`src/rtl/e_mul_unit_pkg.sv`:
```
// Shared constants and types for the RV32M iterative multiplier.
package e_mul_unit_pkg;

  // Default ROB tag width used across the execute stage.
  localparam int ROB_ENTRY_WIDTH_DEFAULT = 6;

  localparam logic [6:0] OPCODE_OP     = 7'b0110011;
  localparam logic [6:0] FUNCT7_MULDIV = 7'b0000001;

  localparam logic [2:0] F3_MUL    = 3'b000;
  localparam logic [2:0] F3_MULH   = 3'b001;
  localparam logic [2:0] F3_MULHSU = 3'b010;
  localparam logic [2:0] F3_MULHU  = 3'b011;

  typedef enum logic [1:0] {
    IDLE = 2'd0,
    BUSY = 2'd1,
    DONE = 2'd2
  } mul_state_e;

  // rs1 is treated as signed for MULH and MULHSU.
  function automatic logic s1_is_signed(input logic [2:0] f3);
    return (f3 == F3_MULH) || (f3 == F3_MULHSU);
  endfunction

  // rs2 is treated as signed only for MULH.
  function automatic logic s2_is_signed(input logic [2:0] f3);
    return (f3 == F3_MULH);
  endfunction

endpackage

```
`src/rtl/e_mul_unit_mul_iter_core.sv`:
```
// Radix-2 shift-add multiplier on unsigned magnitudes. A start pulse loads
// the operands; one partial product is added per clock. last_step is high on
// the cycle whose edge performs the final step, and product is the
// accumulator value that edge writes, so the caller can capture it directly.
module mul_iter_core #(
  parameter int WORD_SIZE = 32
) (
  input  logic                   clk,
  input  logic                   reset,
  input  logic                   start,
  input  logic [WORD_SIZE-1:0]   mag_a,
  input  logic [WORD_SIZE-1:0]   mag_b,
  output logic                   last_step,
  output logic [2*WORD_SIZE-1:0] product
);

  localparam int CW = $clog2(WORD_SIZE + 1);
  localparam logic [CW-1:0] LAST_COUNT = CW'(WORD_SIZE - 1);

  logic [2*WORD_SIZE-1:0] mcand_reg;
  logic [2*WORD_SIZE-1:0] acc_reg;
  logic [WORD_SIZE-1:0]   mplier_reg;
  logic [CW-1:0]          count_reg;
  logic                   busy_reg;
  logic [2*WORD_SIZE-1:0] addend;
  logic [2*WORD_SIZE-1:0] acc_next;

  // Partial product: multiplicand gated by the current multiplier LSB.
  generate
    for (genvar gi = 0; gi < 2 * WORD_SIZE; gi++) begin : g_addend
      assign addend[gi] = mcand_reg[gi] & mplier_reg[0];
    end
  endgenerate

  assign acc_next  = acc_reg + addend;
  assign last_step = busy_reg && (count_reg == LAST_COUNT);
  assign product   = acc_next;

  // Load on start, otherwise advance one shift-add step while busy.
  always_ff @(posedge clk) begin
    if (reset) begin
      mcand_reg  <= '0;
      acc_reg    <= '0;
      mplier_reg <= '0;
      count_reg  <= '0;
      busy_reg   <= 1'b0;
    end else if (start) begin
      mcand_reg  <= {{WORD_SIZE{1'b0}}, mag_a};
      acc_reg    <= '0;
      mplier_reg <= mag_b;
      count_reg  <= '0;
      busy_reg   <= 1'b1;
    end else if (busy_reg) begin
      acc_reg    <= acc_next;
      mcand_reg  <= mcand_reg << 1;
      mplier_reg <= mplier_reg >> 1;
      count_reg  <= count_reg + 1'b1;
      if (last_step) begin
        busy_reg <= 1'b0;
      end
    end
  end

endmodule

```
`src/rtl/e_mul_unit.sv`:
```
// Execute-stage RV32M MUL-group unit: accepts one instruction from the
// decode/execute register, stalls it while iterating, and holds one tagged
// result until downstream takes it.
module e_mul_unit
  import e_mul_unit_pkg::*;
#(
  parameter int WORD_SIZE       = 32,
  parameter int ROB_ENTRY_WIDTH = ROB_ENTRY_WIDTH_DEFAULT
) (
  input  logic                       clk,
  input  logic                       reset,
  input  logic                       valid_in,
  input  logic [6:0]                 opcode,
  input  logic [6:0]                 funct7,
  input  logic [2:0]                 funct3,
  input  logic [WORD_SIZE-1:0]       s1,
  input  logic [WORD_SIZE-1:0]       s2,
  input  logic [ROB_ENTRY_WIDTH-1:0] rob_id,
  input  logic                       stall_in,
  output logic                       stall_out,
  output logic                       valid_out,
  output logic [WORD_SIZE-1:0]       result_out,
  output logic [ROB_ENTRY_WIDTH-1:0] rob_id_out
);

  mul_state_e                 state_reg;
  mul_state_e                 state_next;
  logic [2:0]                 f3_reg;
  logic                       neg_reg;
  logic [ROB_ENTRY_WIDTH-1:0] rob_reg;
  logic [WORD_SIZE-1:0]       result_reg;
  logic [ROB_ENTRY_WIDTH-1:0] rob_out_reg;

  logic                       accept;
  logic                       s1_neg;
  logic                       s2_neg;
  logic [WORD_SIZE-1:0]       mag_a;
  logic [WORD_SIZE-1:0]       mag_b;
  logic                       core_last;
  logic [2*WORD_SIZE-1:0]     core_product;
  logic [2*WORD_SIZE-1:0]     signed_product;

  // Decode the incoming instruction and convert operands to magnitudes.
  always_comb begin
    accept = valid_in && (opcode == OPCODE_OP) && (funct7 == FUNCT7_MULDIV)
             && !funct3[2] && (state_reg == IDLE);
    s1_neg = s1_is_signed(funct3) && s1[WORD_SIZE-1];
    s2_neg = s2_is_signed(funct3) && s2[WORD_SIZE-1];
    mag_a  = s1_neg ? -s1 : s1;
    mag_b  = s2_neg ? -s2 : s2;
  end

  mul_iter_core #(
    .WORD_SIZE(WORD_SIZE)
  ) u_core (
    .clk      (clk),
    .reset    (reset),
    .start    (accept),
    .mag_a    (mag_a),
    .mag_b    (mag_b),
    .last_step(core_last),
    .product  (core_product)
  );

  // Restore the sign of the final product before the word is selected.
  assign signed_product = neg_reg ? -core_product : core_product;

  // Next-state logic and handshake outputs.
  always_comb begin
    state_next = state_reg;
    stall_out  = 1'b0;
    valid_out  = 1'b0;
    case (state_reg)
      IDLE: begin
        if (accept) state_next = BUSY;
      end
      BUSY: begin
        stall_out = 1'b1;
        if (core_last) state_next = DONE;
      end
      DONE: begin
        valid_out = 1'b1;
        stall_out = stall_in;
        if (!stall_in) state_next = IDLE;
      end
      default: state_next = IDLE;
    endcase
  end

  // State register, latched instruction fields and held result.
  always_ff @(posedge clk) begin
    if (reset) begin
      state_reg   <= IDLE;
      f3_reg      <= '0;
      neg_reg     <= 1'b0;
      rob_reg     <= '0;
      result_reg  <= '0;
      rob_out_reg <= '0;
    end else begin
      state_reg <= state_next;
      if (accept) begin
        f3_reg  <= funct3;
        neg_reg <= s1_neg ^ s2_neg;
        rob_reg <= rob_id;
      end
      if (state_reg == BUSY && core_last) begin
        result_reg  <= (f3_reg == F3_MUL) ? signed_product[WORD_SIZE-1:0]
                                          : signed_product[2*WORD_SIZE-1:WORD_SIZE];
        rob_out_reg <= rob_reg;
      end
    end
  end

  assign result_out = result_reg;
  assign rob_id_out = rob_out_reg;

endmodule

```
`config.mk`:
```
export PLATFORM = sky130hd
export DESIGN_NAME = e_mul_unit
export DESIGN_NICKNAME = d
export VERILOG_FILES = /design/src/rtl/e_mul_unit_pkg.sv /design/src/rtl/e_mul_unit_mul_iter_core.sv /design/src/rtl/e_mul_unit.sv
export SDC_FILE = /design/constraint.sdc
export NUM_CORES = 1
export LEC_CHECK = 0
export CORE_MARGIN = 2
export CORE_UTILIZATION = 56
export DETAILED_ROUTE_END_ITERATION = 10
export GPL_TIMING_DRIVEN = 0
export PLACE_DENSITY = 0.77
export SLEW_MARGIN = 10
export SYNTH_ARGS = -nofsm -noshare
export SYNTH_HDL_FRONTEND = slang
export SYNTH_SLANG_ARGS = --single-unit
export TNS_END_PERCENT = 30
```
`constraint.sdc`:
```
create_clock -name clk -period 5.85 [get_ports clk]
set_input_delay 0.585 -clock clk [delete_from_list [all_inputs] [get_ports clk]]
set_output_delay 0.585 -clock clk [all_outputs]
set_load 0.02 [all_outputs]
```
==> metrics, run 1 <==
Std-Cell Rows=63; worst min path class=register to register; Peak Freq=172 MHz; Finished Layout Cells=2826; CP endpoint kind=register; CTS Buffer Depth=3; Max FO, Critical Path=10; Seq/Total Area, Yosys=0.254; TritonCTS clock tree=done; Residual DRC=0; worst path arrival time=6270 ps; drt wl/cell=23.0 microns; top cells by area, synth=dfxtp_1 (25%), mux2i_1 (8.9%), nor2_1 (7.0%), ha_1 (5.1%), a21oi_1 (4.7%); Max-slew headroom=0.112; crit-path cells=buf_4 -> clkbuf_2 -> and2_1 -> ha_1 -> buf_1 -> nand4_1 -> or3_1 -> nor2_1 -> o211ai_1 -> nand3_1 -> xor2_1 -> or3_4 -> or4_4 -> buf_6 -> o41ai_1 -> xnor2_1 -> a21oi_1 -> a211oi_1; clk root buf=clkbuf_16; final wirelength=65.1 mm; First-pass DRT Iterations=8; pin count of the biggest net entering global routing=14; fin area=20000 sq um; Port Buffers=130; Post-DP Area=18900 sq um; Inst Count DP=2768; Yosys reg bits=217; Std-Cell Core Area=29800 sq um; ys flop type=dfxtp_1; WS Path Type=register to register; share of Yosys cell area claimed by the top area cell type=0.254; global-route wire length before repair=98.2 mm; final global-route overflow total=0; initial antenna violation count=1; crit path max-delay cell type=or4_4; syn nets=2410; final net count=2578; layout cells sized above 1=0.0567; GP Congestion=1.04; GRT Total Usage=0.398; Vias/cell=6.58; Lkg Pwr=7.28 nW; EDFF count, synth=0; die width=179 microns; period utilization=0.993; final hold viol count=0; Die Y=179 microns; CTS buffer count=25; Layout Skew=12.5 ps; maximum resistive drop on vdd=0.000203 V; min cycle time layout=5810 ps; PwrDens=168 nW/um^2; H-tree Lvls=1; die area=31900 sq um; startpoint types=register; delay-heaviest family, CP=simple AND/OR/NAND/NOR gates; Post-Syn Area=17100 sq um; clock sinks=217; vias in the first global route=17.7k; Slew @ Worst Pin=1320 ps; clock insertion delay at the later pin of the skew report=560 ps; max incr delay on CP=610 ps; status=complete, no violations; Area Growth Syn to Fin=17.2%; final setup vio count=0; Gate Count Post-Synth=2248; Yosys warning count=0; Crit path buffers/inverters=4; vias=18.6k; cell taking the most area after synthesis=dfxtp_1; Reg clk slew, reported paths=60 ps; Iter 0 DRT Violations=1901; Mapped Avg Cell Area=7.60 sq um; hold buffer count at CTS=0; Synth async-reset ratio=0; Initial Utilization=0.573; number of library cell types mapped by synthesis=89; max cap viols=0; required time of the worst setup path=6310 ps; max-slew violations=0; I/O pins=131; HPWL Detailed=50.3 mm; Post-DRT Antenna Nets=0
tightest hold or removal path, delay by kind of cell, from the launching register on:
family | cells | cell delay, ps
flops | 1 | 310
compound gates | 1 | 50
simple gates | 1 | 50
synth_stat cells, drive strengths merged, types with 15 or more instances:
cell,count
nand2,189
nand4,47
a21oi,162
clkbuf,125
o211ai,18
ha,70
mux2i,152
o31ai,24
inv,25
o21bai,15
a21o,29
nor3,56
o21a,17
xnor2,75
xor2,48
nand3,34
a31oi,18
dfxtp,217
nor4,24
and2,80
buf,25
a211oi,82
a311oi,16
o21ai,134
or3,35
nor2,318
per-stage QoR:
stage	setup slack, ps	setup TNS [ps]	utilization	total power [mW]	hold slack, ps
finish	39.7	0	0.672	3.37	455
global route	-50.0	-50.0	0.672	3.43	478
CTS	23.3	0	0.666	3.36	445
detailed placement	-1540	-28430	0.633	1.69	436
global placement	-1360	-25920	0.633	1.69	429
floorplan	905	0	-	1.59	418
path summary, 6_finish.rpt:
kind	from	to	slack [ps]	cells after the start
worst max-delay path	u_core.mplier_reg[0]	result_out[12]	40	18
worst min-delay path	rob_reg[3]	rob_id_out[3]	460	2
worst max register to register	u_core.mplier_reg[0]	result_out[12]	40	18
worst min register to register	rob_reg[3]	rob_id_out[3]	460	2
metal layers:
layer  wire length, microns  global-route usage  vias up
met4                   4080               0.213        0
met5                      0                   0        -
met1                  25100               0.475     8756
met2                  30500               0.687      988
li1                       -                   -     8586
met3                   5340              0.0573      258
cells in the final DEF, fill, tap and decap left out, drive strengths merged, types with 10 or more instances in the layout:
master,synthesis,final
a211o,14,14
nand4,47,47
clkbuf,125,154
o211ai,18,18
nor2,318,318
o41ai,13,13
a211oi,82,82
xor2,48,48
nor2b,11,11
nor3,56,56
nor4,24,24
o21bai,15,15
nand3,34,34
or3,35,35
nand2,189,189
or2,11,11
a21o,29,29
buf,25,40
nand2b,11,11
and2,80,80
clkdlybuf4s50,0,130
inv,25,28
ha,70,70
a21oi,162,162
or4,14,14
dfxtp,217,217
o21a,17,17
o31ai,24,24
a311oi,16,16
a31oi,18,18
o211a,10,10
and3,14,14
o21ai,134,134
mux2i,152,152
xnor2,75,75
final cells by class:
type	count	area [sq um]
antenna	1	2.50
buffer	148	609
multi-input combinational	1856	12200
fill	2596	9780
clock inverter	13	188
tap	390	488
clock buffer	33	696
sequential	217	4340
timing repair buffer	143	1400
inverter	25	93.8
cells by family after synthesis:
logic type	after synthesis	synth area share
flops	217	0.254
compound gates	625	0.243
xor+xnor	123	0.0635
simple gates	883	0.255
buf+inv	175	0.0410
fa+ha+maj	71	0.0525
mux	154	0.0904
report_power, final:
part / internal (mW) / leakage (nW) / switching, mW
Sequential: 1.48 / 1.75 / 0.0000276
Combinational: 0.0904 / 5.11 / 0.0982
Clock: 1.02 / 0.424 / 0.688
repair_timing:
| item | 4_1_cts | 5_1_grt |
|---|---|---|
| gates resized for setup | 17 | 28 |
| cloned | 0 | 0 |
| setup endpoints to repair | 33 | 28 |
| pin swaps | 5 | 5 |
| setup buffers | 6 | 7 |
No activity file was read; power rests on OpenSTA's default activity.
==> inputs of run 2 (changes only) <==
- clock period: 5.85 -> 5.7 ns (I/O delays scaled with it)
==> run 2 against run 1 <==
Non-clock buffer count decreased by 5. Final cell count decreased by 0.18%. Power up 2.6%. The flow now finishes with violations (DRC). Largest cell class unchanged.
==> metrics, run 2 (synthesis results as in run 1) <==
Hold EP=rob_id_out[5]; share of power burned in registers=0.438 (about the same); Reg2Reg Setup Slack=80 ps (+40 ps); clock sinks=217 (unchanged); Hold Crit Start=rob_reg[5]; die width=179 microns (unchanged); vias in the first global route=17.7k (+0.26%); I/O pins=131 (unchanged); vias=18.5k (-0.43%); final core utilization=0.672 (about the same); WS Path Type=register to register; global-route wire length before repair=98.3 mm (+0.14%); final wirelength=65.1 mm (+0.12%); Switching Fraction=0.233 (-0.000450); Iter 0 DRT Violations=1953 (+2.7%); CP Launch Point=u_core.mplier_reg[0]; Std-Cell Core Area=29800 sq um (unchanged); final net count=2573 (-0.19%); period utilization=0.986 (-0.00677); Combinational Power Share=0.056 (about the same); TritonCTS clock tree=done; Clk pwr share=0.506 (about the same); final global-route overflow total=0 (unchanged); maximum resistive drop on vdd=0.000208 V (+2.6%); max-slew violations=0 (unchanged); Initial Utilization=0.573 (unchanged); worst min path class=register to register; drt wl/cell=23.1 microns (+0.30%); RSZ-0062 raised after global routing=true; GRT Total Usage=0.399 (+0.000877); pin count of the biggest net entering global routing=14 (unchanged); PnR worst setup slack=77.3 ps (+37.6 ps); Residual DRC=2 (+2); status=finished, violations left; Post-DRT Antenna Nets=0 (unchanged); PwrDens=173 nW/um^2 (+2.5%); final hold viol count=0 (unchanged); startpoint types=register; CTS Buffer Depth=3 (unchanged); fin area=20000 sq um (about the same); initial antenna violation count=1 (unchanged); commonest non-fill, non-tap cell in the layout=nor2_1; worst reg2reg path depth=18 (unchanged); H-tree Lvls=1 (unchanged); clock insertion delay at the later pin of the skew report=560 ps (about the same); HPWL Detailed=50.3 mm (unchanged); CTS buffer count=25 (unchanged); GP Congestion=1.04 (unchanged); Area Growth Syn to Fin=17.3% (about the same); Slew @ Worst Pin=1270 ps (-46.7 ps); commonest cells after routing, fill and taps aside=nor2_1 (318), dfxtp_1 (217), nand2_1 (189), a21oi_1 (159), mux2i_1 (152); First-pass DRT Iterations=9 (+1); final setup vio count=0 (unchanged); die area=31900 sq um (unchanged); Net Sw Power=0.805 mW (+2.4%); Peak Freq=178 MHz (+3.3%); clk root buf=clkbuf_16; Vias/cell=6.56 (-0.25%); R2R Path End=result_out[23]; CP endpoint kind=register; setup TNS=0 ps (unchanged); Max FO, Critical Path=10 (unchanged); Int Pwr=2.65 mW (+2.6%); layout cells sized above 1=0.0584 (+0.00176); worst path arrival time=6080 ps (-190 ps); min cycle time layout=5620 ps (-188 ps); required time of the worst setup path=6160 ps (-150 ps); Pwr Total=3.46 mW (+2.6%); WHS Path Cells=2 (unchanged); failing checks=DRC; Layout Skew=13.4 ps (+0.889 ps); Reg clk slew, reported paths=60 ps (about the same); max cap viols=0 (unchanged); Max-slew headroom=0.144 (+0.0314); Post-DP Area=18900 sq um (unchanged); Port Buffers=130 (unchanged); r2r startpoint=u_core.mplier_reg[0]; Lkg Pwr=7.27 nW (about the same); worst slack, placed=-1690 ps (-150 ps); Std-Cell Rows=63 (unchanged); Die Y=179 microns (unchanged)
## run 2: how the worst max path moves through the flow
stage | end
after detailed placement | result_out[21]
final | result_out[23]
after CTS | result_out[31]
after global placement | result_out[21]
after global routing | result_out[25]
after floorplan | result_out[25]
## run 2: layout make-up
class	count	area, sq um
inverter	25	93.8
buffer	144	598
sequential	217	4340
fill	2594	9760
tap	390	488
multi-input combinational	1856	12200
clock buffer	33	696
timing repair buffer	142	1390
clock inverter	13	188
antenna	1	2.50
## run 2: power by group through the flow
stage          Clock [mW]  Sequential (mW)  Combinational [mW]
4_1_cts              1.75             1.52               0.190
5_1_grt              1.80             1.52               0.207
2_1_floorplan           0             1.55              0.0792
3_5_place_dp            0             1.55               0.188
3_3_place_gp            0             1.55               0.185
6_report             1.75             1.52               0.194
## run 2: worst max-delay path, cell delays in order (launching register included)
cell and delay, ps:
dfxtp_1 390, buf_6 230, clkbuf_2 290, and2_1 290, ha_1 180, clkbuf_1 370
nand4_1 200, or3_1 400, nor2_1 150, o211ai_1 180, nand3_1 240, xor2_2 250
or3_4 430, or4_4 610, buf_6 190, nor4_2 480, a21o_1 210, xnor2_1 110
a311oi_1 300
## run 2: stage by stage
stage / std cells / hold WS [ps]
after CTS: 2821 / 445
after global placement: 2768 / 429
after floorplan: 2248 / 418
final: 2821 / 456
after global routing: 2820 / 478
after detailed placement: 2768 / 436
## run 2: timing repair
action | in CTS | in global routing
gates resized for setup | 28 | 20
pin swaps | 8 | 6
endpoints found under the setup margin | 33 | 28
buffers inserted | 9 | 3
hold buffers | 0 | 0
## run 2: layer usage
layer	vias up	wire, microns	global-route usage
li1	8576	-	-
met1	8703	25300	0.477
met2	972	30600	0.686
met3	257	5300	0.0592
met4	0	3960	0.214
met5	-	0	0
